### src/rtl/mmio_keyled.sv
// mmio_keyled: memory-mapped LED output register and debounced push-button inputs.
//
// Register window (256 bytes at BASE_ADDR, offset = address[7:2]):
//   0x00 LED       rw   LED register
//   0x04 LED_SET   wo   LED |= data, reads 0
//   0x08 LED_CLR   wo   LED &= ~data, reads 0
//   0x0C KEY_STATE ro   debounced pressed state
//   0x10 KEY_EDGE  rw1c sticky press events (new press wins over same-cycle clear)
//   0x14 IRQ_MASK  rw   per-key interrupt enable
//
// Ports:
//   clk          system clock
//   reset        asynchronous active-low reset
//   address      byte address from the core
//   write_data   store data
//   write_enable one-cycle store strobe
//   read_data    registered load data (0 outside the window / unmapped offsets)
//   hit          registered: previous-cycle address was inside the window
//   keys_in      raw asynchronous key pins
//   leds_out     LED drive
//   irq          registered level interrupt, |(KEY_EDGE & IRQ_MASK)
module mmio_keyled #(
  parameter logic [31:0] BASE_ADDR       = 32'h0000_8000,
  parameter int unsigned NUM_LEDS        = 10,
  parameter int unsigned NUM_KEYS        = 4,
  parameter int unsigned DEBOUNCE_CYCLES = 50000,
  parameter bit          KEY_ACTIVE_LOW  = 1'b1
) (
  input  logic                clk,
  input  logic                reset,
  input  logic [31:0]         address,
  input  logic [31:0]         write_data,
  input  logic                write_enable,
  output logic [31:0]         read_data,
  output logic                hit,
  input  logic [NUM_KEYS-1:0] keys_in,
  output logic [NUM_LEDS-1:0] leds_out,
  output logic                irq
);

  localparam int unsigned     CntW   = $clog2(DEBOUNCE_CYCLES);
  localparam logic [CntW-1:0] CntMax = CntW'(DEBOUNCE_CYCLES - 1);

  // Raw pin level meaning "not pressed"; synchronizers reset to it.
  localparam logic [NUM_KEYS-1:0] RawIdle = {NUM_KEYS{KEY_ACTIVE_LOW}};

  localparam logic [5:0] OffLed    = 6'h00;
  localparam logic [5:0] OffLedSet = 6'h01;
  localparam logic [5:0] OffLedClr = 6'h02;
  localparam logic [5:0] OffKeySt  = 6'h03;
  localparam logic [5:0] OffKeyEdg = 6'h04;
  localparam logic [5:0] OffIrqMsk = 6'h05;

  logic                           sel;
  logic                           wr;
  logic [5:0]                     off;
  logic                           unused_bits;

  logic [NUM_LEDS-1:0]            led_q, led_d;
  logic [NUM_KEYS-1:0]            mask_q, mask_d;
  logic [NUM_KEYS-1:0]            edge_q, edge_d;
  logic [NUM_KEYS-1:0]            sync1_q, sync2_q, sync;
  logic [NUM_KEYS-1:0]            stable_q, stable_d, stable_prev_q;
  logic [NUM_KEYS-1:0][CntW-1:0]  cnt_q, cnt_d;
  logic [31:0]                    rdata_d;
  logic                           irq_d;

  assign sel         = (address[31:8] == BASE_ADDR[31:8]);
  assign off         = address[7:2];
  assign wr          = sel & write_enable;
  assign unused_bits = ^{address[1:0], write_data};

  assign sync = KEY_ACTIVE_LOW ? ~sync2_q : sync2_q;

  // Debounce: any cycle where sync matches stable restarts the count.
  always_comb begin
    stable_d = stable_q;
    for (int i = 0; i < int'(NUM_KEYS); i++) begin
      cnt_d[i] = '0;
      if (sync[i] != stable_q[i]) begin
        if (cnt_q[i] == CntMax) begin
          stable_d[i] = sync[i];
        end else begin
          cnt_d[i] = cnt_q[i] + CntW'(1);
        end
      end
    end
  end

  always_comb begin
    led_d  = led_q;
    mask_d = mask_q;
    edge_d = edge_q;
    if (wr) begin
      case (off)
        OffLed:    led_d  = write_data[NUM_LEDS-1:0];
        OffLedSet: led_d  = led_q | write_data[NUM_LEDS-1:0];
        OffLedClr: led_d  = led_q & ~write_data[NUM_LEDS-1:0];
        OffKeyEdg: edge_d = edge_q & ~write_data[NUM_KEYS-1:0];
        OffIrqMsk: mask_d = write_data[NUM_KEYS-1:0];
        default: ;
      endcase
    end
    // Applied after the clear so a new press survives a same-cycle W1C.
    edge_d = edge_d | (stable_q & ~stable_prev_q);
  end

  always_comb begin
    rdata_d = '0;
    if (sel) begin
      case (off)
        OffLed:    rdata_d[NUM_LEDS-1:0] = led_q;
        OffKeySt:  rdata_d[NUM_KEYS-1:0] = stable_q;
        OffKeyEdg: rdata_d[NUM_KEYS-1:0] = edge_q;
        OffIrqMsk: rdata_d[NUM_KEYS-1:0] = mask_q;
        default: ;
      endcase
    end
  end

  assign irq_d = |(edge_q & mask_q);

  always_ff @(posedge clk or negedge reset) begin
    if (!reset) begin
      led_q         <= '0;
      mask_q        <= '0;
      edge_q        <= '0;
      sync1_q       <= RawIdle;
      sync2_q       <= RawIdle;
      stable_q      <= '0;
      stable_prev_q <= '0;
      cnt_q         <= '0;
      read_data     <= '0;
      hit           <= 1'b0;
      irq           <= 1'b0;
    end else begin
      led_q         <= led_d;
      mask_q        <= mask_d;
      edge_q        <= edge_d;
      sync1_q       <= keys_in;
      sync2_q       <= sync1_q;
      stable_q      <= stable_d;
      stable_prev_q <= stable_q;
      cnt_q         <= cnt_d;
      read_data     <= rdata_d;
      hit           <= sel;
      irq           <= irq_d;
    end
  end

  assign leds_out = led_q;

endmodule

### config.mk
export PLATFORM = sky130hd
export DESIGN_NAME = mmio_keyled
export DESIGN_NICKNAME = d
export VERILOG_FILES = /design/src/rtl/mmio_keyled.sv
export SDC_FILE = /design/constraint.sdc
export NUM_CORES = 1
export LEC_CHECK = 0
export ABC_AREA = 0
export CAP_MARGIN = 20
export CORE_MARGIN = 2
export CORE_UTILIZATION = 35
export DETAILED_ROUTE_END_ITERATION = 7
export SYNTH_ARGS = -nofsm -noshare
export SYNTH_HDL_FRONTEND = slang
export SYNTH_SLANG_ARGS = --single-unit
### constraint.sdc
create_clock -name clk -period 1.6 [get_ports clk]
set_input_delay 0.32 -clock clk [delete_from_list [all_inputs] [get_ports clk]]
set_output_delay 0.32 -clock clk [all_outputs]
set_load 0.01 [all_outputs]
* Word-level counts from Yosys, hierarchy flattened *
Index checks and enable logic that the tools add are counted.

operators by class
  mux-type cells = 14
  reductions and logical operators = 9
  add/subtract/negate cells = 4
  equality and inequality tests = 14
  bitwise logic cells = 11

operators by type and width
  cell                   number
  $mux 16                8
  $add 16x1->16 const B  4
  $eq 16x16->1 const B   4
  $pmux 10 s3            1
  $eq 24x8->1 const B    1
  $pmux 4 s4             1
  $and 4x4->4            3
  $eq 6x2->1 const B     2
  $eq 6x3->1 const B     2
  $not 4->4              3
  $reduce_and 2->1       6
  $and 10x10->10         1
  $mux 10                1
  $not 10->10            1
  $or 10x10->10          1
  $mux 4                 2
  $eq 6x1->1 const B     1
  $logic_not 6->1        1
  $mux 6                 1
  $ne 1x1->1             4
  $or 4x4->4             1
  $reduce_or 4->1        1
  $reduce_bool 3->1      1
  $and 1x1->1            1

word-level totals
  output and inout bits = 44
  register bits after elaboration = 110

* Depth between registers and ports, before layout *
  depth after elaboration = 5
  gate-level depth with buffers = 6
  gate-level depth less buffers = 5

* Least setup slack after synthesis *
Ideal clock, no wire load.

  path kind = in2reg
  start point = input port address[27]
  end point = register mask_q[0]
  data required time = 1.475 ns
  setup slack = -0.228 ns
  setup time = 0.125 ns
  cell stages on the path = 5
  data arrival time = 1.703 ns
  cells stage by stage = nor4_2 -> nand4_2 -> or4_4 -> buf_6 -> mux2_4

on the way
  cells in the longest elaborated chain, start to end = 3

ends and longest elaborated chain
  what                               line  RTL
  start: declaration                 31    input logic [31:0] address,
  $eq 24x8->1                        68    assign sel = (address[31:8] == BASE_ADDR[31:8]);
  $and 1x1->1                        70    assign wr = sel & write_enable;
  $reduce_and 2->1 (no source line)  -
  end signal: assignment             138   mask_q <= mask_d;
  end: declaration                   60    logic [NUM_KEYS-1:0] mask_q, mask_d;

No other way between the ends.
A chain may end at the register's enable or synchronous reset.

* Final worst setup path *
  start point = input port address[25]
  end point = register edge_q[3]

on the way
  cells in the longest elaborated chain, start to end = 4

ends and longest elaborated chain
  what                    line  RTL
  $eq 24x8->1             68
  $and 1x1->1             70
  $mux 4                  94    if (wr) begin
  $or 4x4->4              105   edge_d = edge_d | (stable_q & ~stable_prev_q);
  named net edge_d[3]     61    logic [NUM_KEYS-1:0] edge_q, edge_d;
  end signal: assignment  139   edge_q <= edge_d;
  end: declaration        61

The timed path passes the listed nets, and every way through them passes these cells.

==> results by group <==
Run status
  • Status: finished, violations left
  • Failing checks: negative setup slack

Global routing
  • First-pass GRT wire length: between 15,000 and 20,000 um
  • GR Util All Layers: 0.150
  • Gr ovfl total: 0
  • Antenna violations before repair: 0
  • Vias in the first global route: roughly 4,200
  • Largest net degree at the start of global routing: 38

Yosys
  • Mapped cell area: roughly 0.0053 mm^2
  • Synthesized instance count: between 400 and 500
  • Post-synth ARST share: 1.00
  • #FFs+latches synth: 110
  • EDFF count, synth: 0
  • Synth unique cells: 45
  • Yosys warns: 0
  • Register area share after synthesis: 0.522
  • Top FF cell, synth: dfrtp_1
  • Post-Syn Area per Cell: roughly 11 um^2

Die
  • Die area: between 0.015 and 0.02 mm^2
  • Initial core utilization: 0.362
  • Overall die width: 127 um
  • Die height: around 130 um
  • Core Box Area: between 0.01 and 0.015 mm^2
  • Row Count: 44
  • Ports: 115

Cells and area
  • Final nets: 737
  • # diodes: 0
  • Share of cells above drive strength 1: 0.283
  • Layout area overhead: 37.6%
  • # fillers: between 1,000 and 1,500

Worst setup path
  • Crit. End Element: flip-flop
  • R2r worst-path depth: 4
  • Max FO, Critical Path: 4
  • CP max stage delay: around 0.61 ns
  • Reg-to-Reg End: cnt_q[31]
  • WP data required: ~1.8 ns
  • Buf/Inv on CP: 1
  • Top delay family on crit path: simple AND/OR/NAND/NOR gates
  • Flop2flop setup slack: about 0.040 ns
  • Slowest stage cell on the critical path: or4_4
  • CP cell instances: buf_6 -> nor4_4 -> nand4_4 -> or4_4 -> a221o_1
  • Critical R2R Launch: cnt_q[23]
  • Critical path class: primary input to flip-flop
  • CP startpoint kind: primary input
  • CP Data Arrival Time: ~1.8 ns

Clock tree
  • Cts bufs inserted: 9
  • Clock transition at path regs: 0.07 ns
  • CTS max path bufs: 2
  • Clk_lat worst skew: 0.35 ns
  • CTS H-tree depth: 3
  • Clock Tree Root: clkbuf_16
  • Clk sink count: between 100 and 150
  • CTS tree: built

Drt
  • DR iter-0 viols: ~200
  • Post-DR wirelength/cell: between 10 and 15 um
  • WL final: 11,800 um
  • DR vias/cell: 4.98
  • Pre-antenna DRT Iters: 4
  • Vias: around 4,200
  • # DRC: 0
  • Post-route ant nets: 0

Placed design
  • I/O Buffers: 68
  • Pre-CTS setup slack: -0.817 ns
  • Post-DP HPWL: between 8000 and 9000 um
  • GPL Wtd Cong: 0.880

Pwr
  • Tot Pwr: about 0.0054 W
  • Static Leakage: between 3 and 4 nW
  • Maximum VDD drop: around 0.5 mV
  • Power per standard cell area: roughly 740 mW/mm^2

Timing
  • WHS: 0.357 ns
  • Part of the cycle the worst path needs: 1.01
  • Final Max Slew Viols: 0
  • PnR worst setup slack: -0.0109 ns
  • Fmax: between 600 and 700 MHz
  • Crit path time final: between 1.5 and 2 ns
  • Final setup fails: 4
  • Unrepaired setup endpoints after global routing: true
  • Clk_skew: between 0.007 and 0.008 ns
  • Final Hold Viols: 0

Min path
  • Hold Crit Endpoint: sync2_q[1]
  • Hold path start: sync1_q[1]
  • Hold Path Class: flip-flop to flip-flop
  • Hold Path Depth: 0

Run
  • Max cap viols: 0
==> layout make-up <==
type                    count  area [um^2]  share of cell area
multi-input cells         366         2550               0.349
well taps                 184          230              0.0316
flip-flops and latches    110         2760               0.379
clock inverters             6         46.3             0.00635
inverters                  11         41.3             0.00567
repair buffers            164         1430               0.196
clock buffers              10          229              0.0314
==> how the worst max path moves through the flow <==
stage	from	to	slack, ns	cells past startpoint
after CTS	address[25]	edge_q[3]	-0.03	5
after floorplan	address[12]	mask_q[0]	-0.17	5
final	address[25]	edge_q[3]	-0.01	5
after detailed placement	address[20]	edge_q[3]	-0.82	5
after global placement	address[21]	edge_q[3]	-0.77	5
after global routing	address[25]	edge_q[3]	-0.03	5
==> where the power goes <==
part / leakage, nW / internal, W / switching [W]
registers: 1.50 / 0.00282 / 0.0000274
logic: 1.60 / 0.000211 / 0.000225
clock network: 0.129 / 0.00107 / 0.00103
==> layout by cell type, fill, tap and decap left out, drive strengths merged, types with 3 or more instances in the layout <==
cell type and count:
inv 13, or3 17, and3 15, conb 22, a22oi 4, and4 4
nor2b 6, dfstp 8, nand4 21, clkbuf 12, nor3 18, clkdlybuf4s15 9
o31ai 3, or4b 3, nor4bb 8, xnor2 30, nor2 56, buf 114
or4 6, nor4 14, and2 8, dfrtp 102, a21oi 11, clkdlybuf4s50 25
nor4b 5, a221o 4, mux2 6, xor2 21, nand2 29, a22o 10
dlygate4sd2 11, nand3 18, o21ai 14, ha 4
==> synth_stat cells (5+ instances only) <==
| cell type | number | area (um^2) |
|---|---|---|
| buf_4 | 22 | 165 |
| inv_1 | 11 | 41.3 |
| nor3_1 | 17 | 85.1 |
| and3_1 | 15 | 93.8 |
| o21ai_0 | 14 | 70.1 |
| xnor2_1 | 30 | 263 |
| a22o_1 | 10 | 87.6 |
| dfstp_2 | 8 | 210 |
| nand4_1 | 20 | 125 |
| nor2b_1 | 6 | 37.5 |
| nor4_2 | 6 | 75.1 |
| nor2_1 | 56 | 210 |
| a21oi_1 | 11 | 55.1 |
| nand2_1 | 29 | 109 |
| dfrtp_1 | 102 | 2550 |
| nand3_1 | 18 | 90.1 |
| or3_1 | 17 | 106 |
| nor4bb_1 | 8 | 80.1 |
| clkbuf_1 | 7 | 26.3 |
| nor4_1 | 8 | 50.1 |
| and2_1 | 8 | 50.1 |
| xor2_1 | 21 | 184 |
| or4_1 | 5 | 37.5 |
==> registers in the layout, summed over array words and instances, names as in the netlist <==
signal         cells
cnt_q             64
edge_q             4
hit                1
irq                1
leds_out          10
mask_q             4
read_data         10
stable_prev_q      4
stable_q           4
sync1_q            4
sync2_q            4
==> per-layer routing <==
| metal | vias to the layer above | track usage | part of all wire |
|---|---|---|---|
| li1 | 2073 | - | - |
| met2 | 105 | 0.247 | 0.49 |
| met5 | - | 0 | 0 |
| met4 | 0 | 0.0595 | 0.011 |
| met3 | 8 | 0.0314 | 0.050 |
| met1 | 2053 | 0.194 | 0.45 |
==> cells by family (layout without fill, tap and decap cells) <==
logic type                 after synthesis  after routing  share of synthesized area
and+or+nand+nor                        231            231                      0.250
xor gates and xnor gates                51             51                     0.0843
other                                    1             22                   0.000708
adders and majority gates                4              4                    0.00945
AOI/OAI and AO/OA                       50             50                     0.0657
muxes                                    8              8                     0.0194
DFF                                    110            110                      0.522
buffers and inverters                   44            191                     0.0489
==> stage by stage <==
stage	cell area [um^2]	cells	utilization	setup TNS (ns)
floorplan	5480	520	-	-1.85
global placement	6760	813	0.462	-17.09
detailed placement	6760	813	0.462	-17.77
CTS	7130	841	0.487	-0.0457
global route	7290	851	0.498	-0.182
finish	7290	851	0.498	-0.0243
==> what timing repair did <==
item                                    CTS  global route
hold buffers                              1             0
pin swaps                                23            22
endpoints found under the setup margin   39            49
hold endpoints to repair                 26             0
buffers inserted                          9            11
resized for setup                       124            30
cloned                                    2             0
(Power assumes the default switching activity.)
